$ cat src/rtl/alu_op_issue.sv
// Decodes RV32I ALU-class instructions into ALU operands and an operation code.
// The decoded result is held in a 2-entry in-order issue buffer.
module alu_op_issue #(
  parameter int REG_WIDTH = 32,
  parameter int DEPTH     = 2
) (
  input  logic                 clk,
  input  logic                 reset,
  input  logic                 flush,
  input  logic                 in_valid,
  output logic                 in_ready,
  input  logic [6:0]           opcode,
  input  logic [2:0]           funct3,
  input  logic                 funct7_5,
  input  logic [REG_WIDTH-1:0] rs1_data,
  input  logic [REG_WIDTH-1:0] rs2_data,
  input  logic [REG_WIDTH-1:0] imm,
  input  logic [REG_WIDTH-1:0] pc,
  output logic                 out_valid,
  input  logic                 out_ready,
  output logic [REG_WIDTH-1:0] alu_a,
  output logic [REG_WIDTH-1:0] alu_b,
  output logic [3:0]           alu_op,
  output logic                 illegal
);

  localparam logic [3:0] OP_OR   = 4'b0000;
  localparam logic [3:0] OP_AND  = 4'b0001;
  localparam logic [3:0] OP_ADD  = 4'b0010;
  localparam logic [3:0] OP_SUB  = 4'b0011;
  localparam logic [3:0] OP_SLT  = 4'b0101;
  localparam logic [3:0] OP_SLL  = 4'b1000;
  localparam logic [3:0] OP_XOR  = 4'b1001;
  localparam logic [3:0] OP_SRL  = 4'b1010;
  localparam logic [3:0] OP_SRA  = 4'b1011;
  localparam logic [3:0] OP_SLTU = 4'b1101;

  localparam logic [1:0] FULL = 2'(DEPTH);

  typedef struct packed {
    logic [REG_WIDTH-1:0] a;
    logic [REG_WIDTH-1:0] b;
    logic [3:0]           op;
    logic                 ill;
  } entry_t;

  entry_t     dec;
  entry_t     head;
  entry_t     tail;
  logic [1:0] count;
  logic       push;
  logic       pop;

  function automatic logic [3:0] arith_op(input logic [2:0] f3, input logic alt);
    case (f3)
      3'b000:  arith_op = alt ? OP_SUB : OP_ADD;
      3'b001:  arith_op = OP_SLL;
      3'b010:  arith_op = OP_SLT;
      3'b011:  arith_op = OP_SLTU;
      3'b100:  arith_op = OP_XOR;
      3'b101:  arith_op = alt ? OP_SRA : OP_SRL;
      3'b110:  arith_op = OP_OR;
      default: arith_op = OP_AND;
    endcase
  endfunction

  always_comb begin
    dec.a   = '0;
    dec.b   = '0;
    dec.op  = OP_ADD;
    dec.ill = 1'b0;
    case (opcode)
      7'b0110011: begin
        dec.a  = rs1_data;
        dec.b  = rs2_data;
        dec.op = arith_op(funct3, funct7_5);
      end
      7'b0010011: begin
        // immediate forms have no SUB; bit 30 only selects SRA
        dec.a  = rs1_data;
        dec.b  = imm;
        dec.op = arith_op(funct3, funct7_5 && (funct3 == 3'b101));
      end
      7'b0000011, 7'b0100011: begin
        dec.a = rs1_data;
        dec.b = imm;
      end
      7'b0110111: dec.b = imm;
      7'b0010111: begin
        dec.a = pc;
        dec.b = imm;
      end
      7'b1101111, 7'b1100111: begin
        dec.a = pc;
        dec.b = REG_WIDTH'(4);
      end
      7'b1100011: begin
        dec.a = rs1_data;
        dec.b = rs2_data;
        case (funct3[2:1])
          2'b00:   dec.op = OP_SUB;
          2'b10:   dec.op = OP_SLT;
          2'b11:   dec.op = OP_SLTU;
          default: dec.ill = 1'b1;
        endcase
      end
      default: dec.ill = 1'b1;
    endcase
  end

  assign in_ready  = (count < FULL);
  assign out_valid = (count != 2'd0);
  assign push      = in_valid && in_ready;
  assign pop       = out_valid && out_ready;

  always_ff @(posedge clk) begin
    if (reset || flush) begin
      count <= 2'd0;
    end else if (push && !pop) begin
      count <= count + 2'd1;
    end else if (pop && !push) begin
      count <= count - 2'd1;
    end
  end

  // push and pop together only happens at count=1, so the new entry goes straight to head
  always_ff @(posedge clk) begin
    if (!reset && !flush) begin
      if (push && (count == 2'd0 || pop)) begin
        head <= dec;
      end else if (pop) begin
        head <= tail;
      end
      if (push && (count == 2'd1) && !pop) begin
        tail <= dec;
      end
    end
  end

  assign alu_a   = out_valid ? head.a   : '0;
  assign alu_b   = out_valid ? head.b   : '0;
  assign alu_op  = out_valid ? head.op  : 4'b0000;
  assign illegal = out_valid ? head.ill : 1'b0;

endmodule

$ cat config.mk
export PLATFORM = sky130hd
export DESIGN_NAME = alu_op_issue
export DESIGN_NICKNAME = d
export VERILOG_FILES = /design/src/rtl/alu_op_issue.sv
export SDC_FILE = /design/constraint.sdc
export NUM_CORES = 1
export LEC_CHECK = 0
export BUFFER_PORTS_ARGS = -buffer_cell sky130_fd_sc_hd__buf_2
export CAP_MARGIN = 5
export CORE_MARGIN = 2
export CORE_UTILIZATION = 35
export DETAILED_ROUTE_END_ITERATION = 8
export SLEW_MARGIN = 20
export SYNTH_ARGS = -nofsm -noshare
export SYNTH_HDL_FRONTEND = slang
export SYNTH_SLANG_ARGS = --single-unit
$ cat constraint.sdc
create_clock -name clk -period 6.45 [get_ports clk]
set_clock_uncertainty 0.1 [all_clocks]
set_input_delay 0.3225 -clock clk [delete_from_list [all_inputs] [get_ports clk]]
set_output_delay 0.3225 -clock clk [all_outputs]
set_load 0.02 [all_outputs]
==> flow_summary_export.csv <==
group,metric,value,unit
timing,tightest_slew,0.956,ns
synthesis,synth_cell_types,42,
timing,min_period,3.25,ns
power,p_leak,3.58,nW
power,irDropWorstVdd,0.163,mV
placement,place_congestion,0.774,
detailed_routing,dr.first_iter.drc_count,254,
final_layout,n_antenna_cell,0,
placement,dp_hpwl,10300,µm
grt,grt_overflow,0,
timing,slew_headroom,36.2,%
die,io_pins,215,
synthesis,synth_top_area_share,62.0,%
placement,numPortBuffers,214,
setup_path,arrival,3.19,ns
detailed_routing,remaining_drc_errors,0,
outcome,status,"completed",
grt,grt_pass1_vias,4409,
setup_path,r2r.worst_path.cells,6,
timing,rsz0062_at_grt,"false",
clock_tree,ctsResizeCount,0,
detailed_routing,num_vias,4370,
final_layout,layout_common_cells,"buf_2, edfxtp_1, nor2b_1, a22o_1, mux2_2",
clock_tree,h-tree-depth,4,
die,die-height,142,µm
die,die_area,20200,µm²
power,p_per_area,261,nW/µm²
timing,finalSetupTns,0,ns
synthesis,ys_async_sr_fraction,0,%
setup_path,crit_type,"reg -> reg",
grt,grt_max_degree,71,
synthesis,synth-seq-cells,140,
final_layout,layout_commonest_cell,"buf_2",
placement,place_area,7950,µm²
die,initial_utilization,35.7,%
final_layout,area_delta_synth_final,28.0,%
final_layout,nNetsFinal,798,
clock_tree,cts_tree,"yes",
grt,grt_first_pass_wirelength,23400,µm
synthesis,yosysTopAreaCell,"edfxtp_1",
synthesis,syn_nets,587,
setup_path,critPathRequiredTime,6.39,ns
clock_tree,cts_buffers,17,
timing,setup-violations-final,0,
detailed_routing,wl_per_cell,17.0,µm
final_layout,fillCellCount,1679,
synthesis,synth_area_leaders,"edfxtp_1, a22o_1, nor2b_1",
clock_tree,cts_buffer_depth,2,
min_path,min_path_type,"in -> reg",
die,die_w,142,µm
final_layout,drive_gt1_share,49.7,%
synthesis,seq_area_frac_synth,62.6,%
clock_tree,cts_root_buffer,"clkbuf_16",
final_layout,seq_area,4180,µm²
min_path,whs_path_depth,2,
timing,slew_violations,0,
timing,fmax,0.308,GHz
final_layout,finish.instance_area,8560,µm²
timing,hold_viol,0,
clock_tree,path_clk_slew,0.06,ns
die,core,18700,µm²
clock_tree,clock_latency,0.42,ns
synthesis,synth_enable_flop_cells,138,
detailed_routing,drt_wl_total,15200,µm
grt,antenna_found_initial,0,
clock_tree,clkSinkCount,140,
final_layout,multi_input_area,2330,µm²
setup_path,cp-start-kind,"flop",
grt,grt_usage,15.2,%
synthesis,yosysWarnings,0,
detailed_routing,firstDrtPassIters,4,
synthesis,syn_avg_cell_area,15.2,µm²
detailed_routing,ant_nets,0,
synthesis,syn_inst,440,
synthesis,synth_ff_type,"edfxtp_1",
synthesis,synthesis.area,6690,µm²
job,drv_cap,0,
die,placementRows,50,
timing,timing.final.crit_share,50.4,%
setup_path,path_max_fanout,69,
detailed_routing,via_per_inst,4.87,
setup_path,end_kind,"flop",
stage by stage:
stage | util, % | instances | hold WS (ns) | setup slack [ns] | power, mW
3_5_place_dp | 42.5 | 862 | 0.428 | 3.05 | 1.35
2_1_floorplan | - | 440 | 0.299 | 1.28 | 1.23
6_report | 45.8 | 898 | 0.128 | 3.20 | 2.23
4_1_cts | 45.6 | 897 | 0.106 | 3.01 | 2.26
3_3_place_gp | 42.5 | 862 | 0.417 | 3.15 | 1.34
5_1_grt | 45.8 | 898 | 0.114 | 2.89 | 2.33
worst max-delay path, stage by stage, from the launching register on:
cell and delay [ns]:
dfxtp_1 0.32, inv_1 0.10, ha_2 0.56, buf_4 0.52
inv_1 0.12, nand2_1 0.18, and4_4 0.89
cell families (layout without fill, tap and decap cells):
| family | count (synthesis) | after routing | synth area share [%] |
|---|---|---|---|
| xor+xnor | 3 | 3 | 0.393 |
| mux | 68 | 68 | 13.1 |
| simple gates | 104 | 104 | 9.84 |
| fa+ha+maj | 3 | 3 | 0.561 |
| compound gates | 83 | 83 | 10.5 |
| buf+inv | 39 | 263 | 3.01 |
| flops | 140 | 140 | 62.6 |
synthesized netlist by cell type, types with 2 or more instances:
cell	n
edfxtp_1	138
a21o_1	2
o21ai_0	2
nor2_1	5
buf_6	4
a32oi_1	2
mux2_4	30
clkbuf_1	12
inv_1	7
ha_1	3
buf_2	14
nor3_1	3
nand2b_1	3
nand2_1	6
dfxtp_1	2
buf_4	2
xor2_1	2
a22o_1	63
a21oi_1	2
nor3b_1	2
o32ai_1	2
o21a_1	2
nor2b_1	76
and3b_1	2
mux2_2	37
cell type report:
class,count,share of cell area [%]
Tap cell,234,3.42
Clock inverter,15,1.46
Timing Repair Buffer,224,13.7
Inverter,7,0.307
Clock buffer,17,4.97
Multi-Input combinational cell,261,27.3
Sequential cell,140,48.9
report_power, final:
| group | switching (mW) | internal [mW] | total [mW] |
|---|---|---|---|
| sequential | 0.00473 | 1.02 | 1.03 |
| combinational | 0.178 | 0.127 | 0.305 |
| clock | 0.374 | 0.527 | 0.901 |
| total | 0.557 | 1.67 | 2.23 |
flip-flops by register name, summed over array words and instances, names as in the netlist:
register,count
count,2
head,69
tail,69
timing repair:
action,4_1_cts,5_1_grt
setup buffers,0,0
hold buffers,3,0
endpoints found under the hold margin,2,0
path summary, 6_finish.rpt:
check / startpoint / endpoint / slack (ns)
setup / recovery: count[1]$_SDFFE_PN0P_ / tail[67]$_DFFE_PP_ / 3.20
hold / removal: rs2_data[11] / tail[16]$_DFFE_PP_ / 0.13
setup reg to reg: count[1]$_SDFFE_PN0P_ / tail[67]$_DFFE_PP_ / 3.20
hold reg to reg: tail[1]$_DFFE_PP_ / head[1]$_DFFE_PP_ / 0.44
routing by layer:
metal	share of wire, %	global-route usage, %	wire (µm)	up-vias
met2	51	25.7	7790	107
li1	-	-	-	2112
met3	4.1	3.77	625	22
met1	43	18.4	6500	2129
met4	2.1	6.63	314	0
met5	0	0	0	-
No activity file was read; power rests on OpenSTA's default activity.
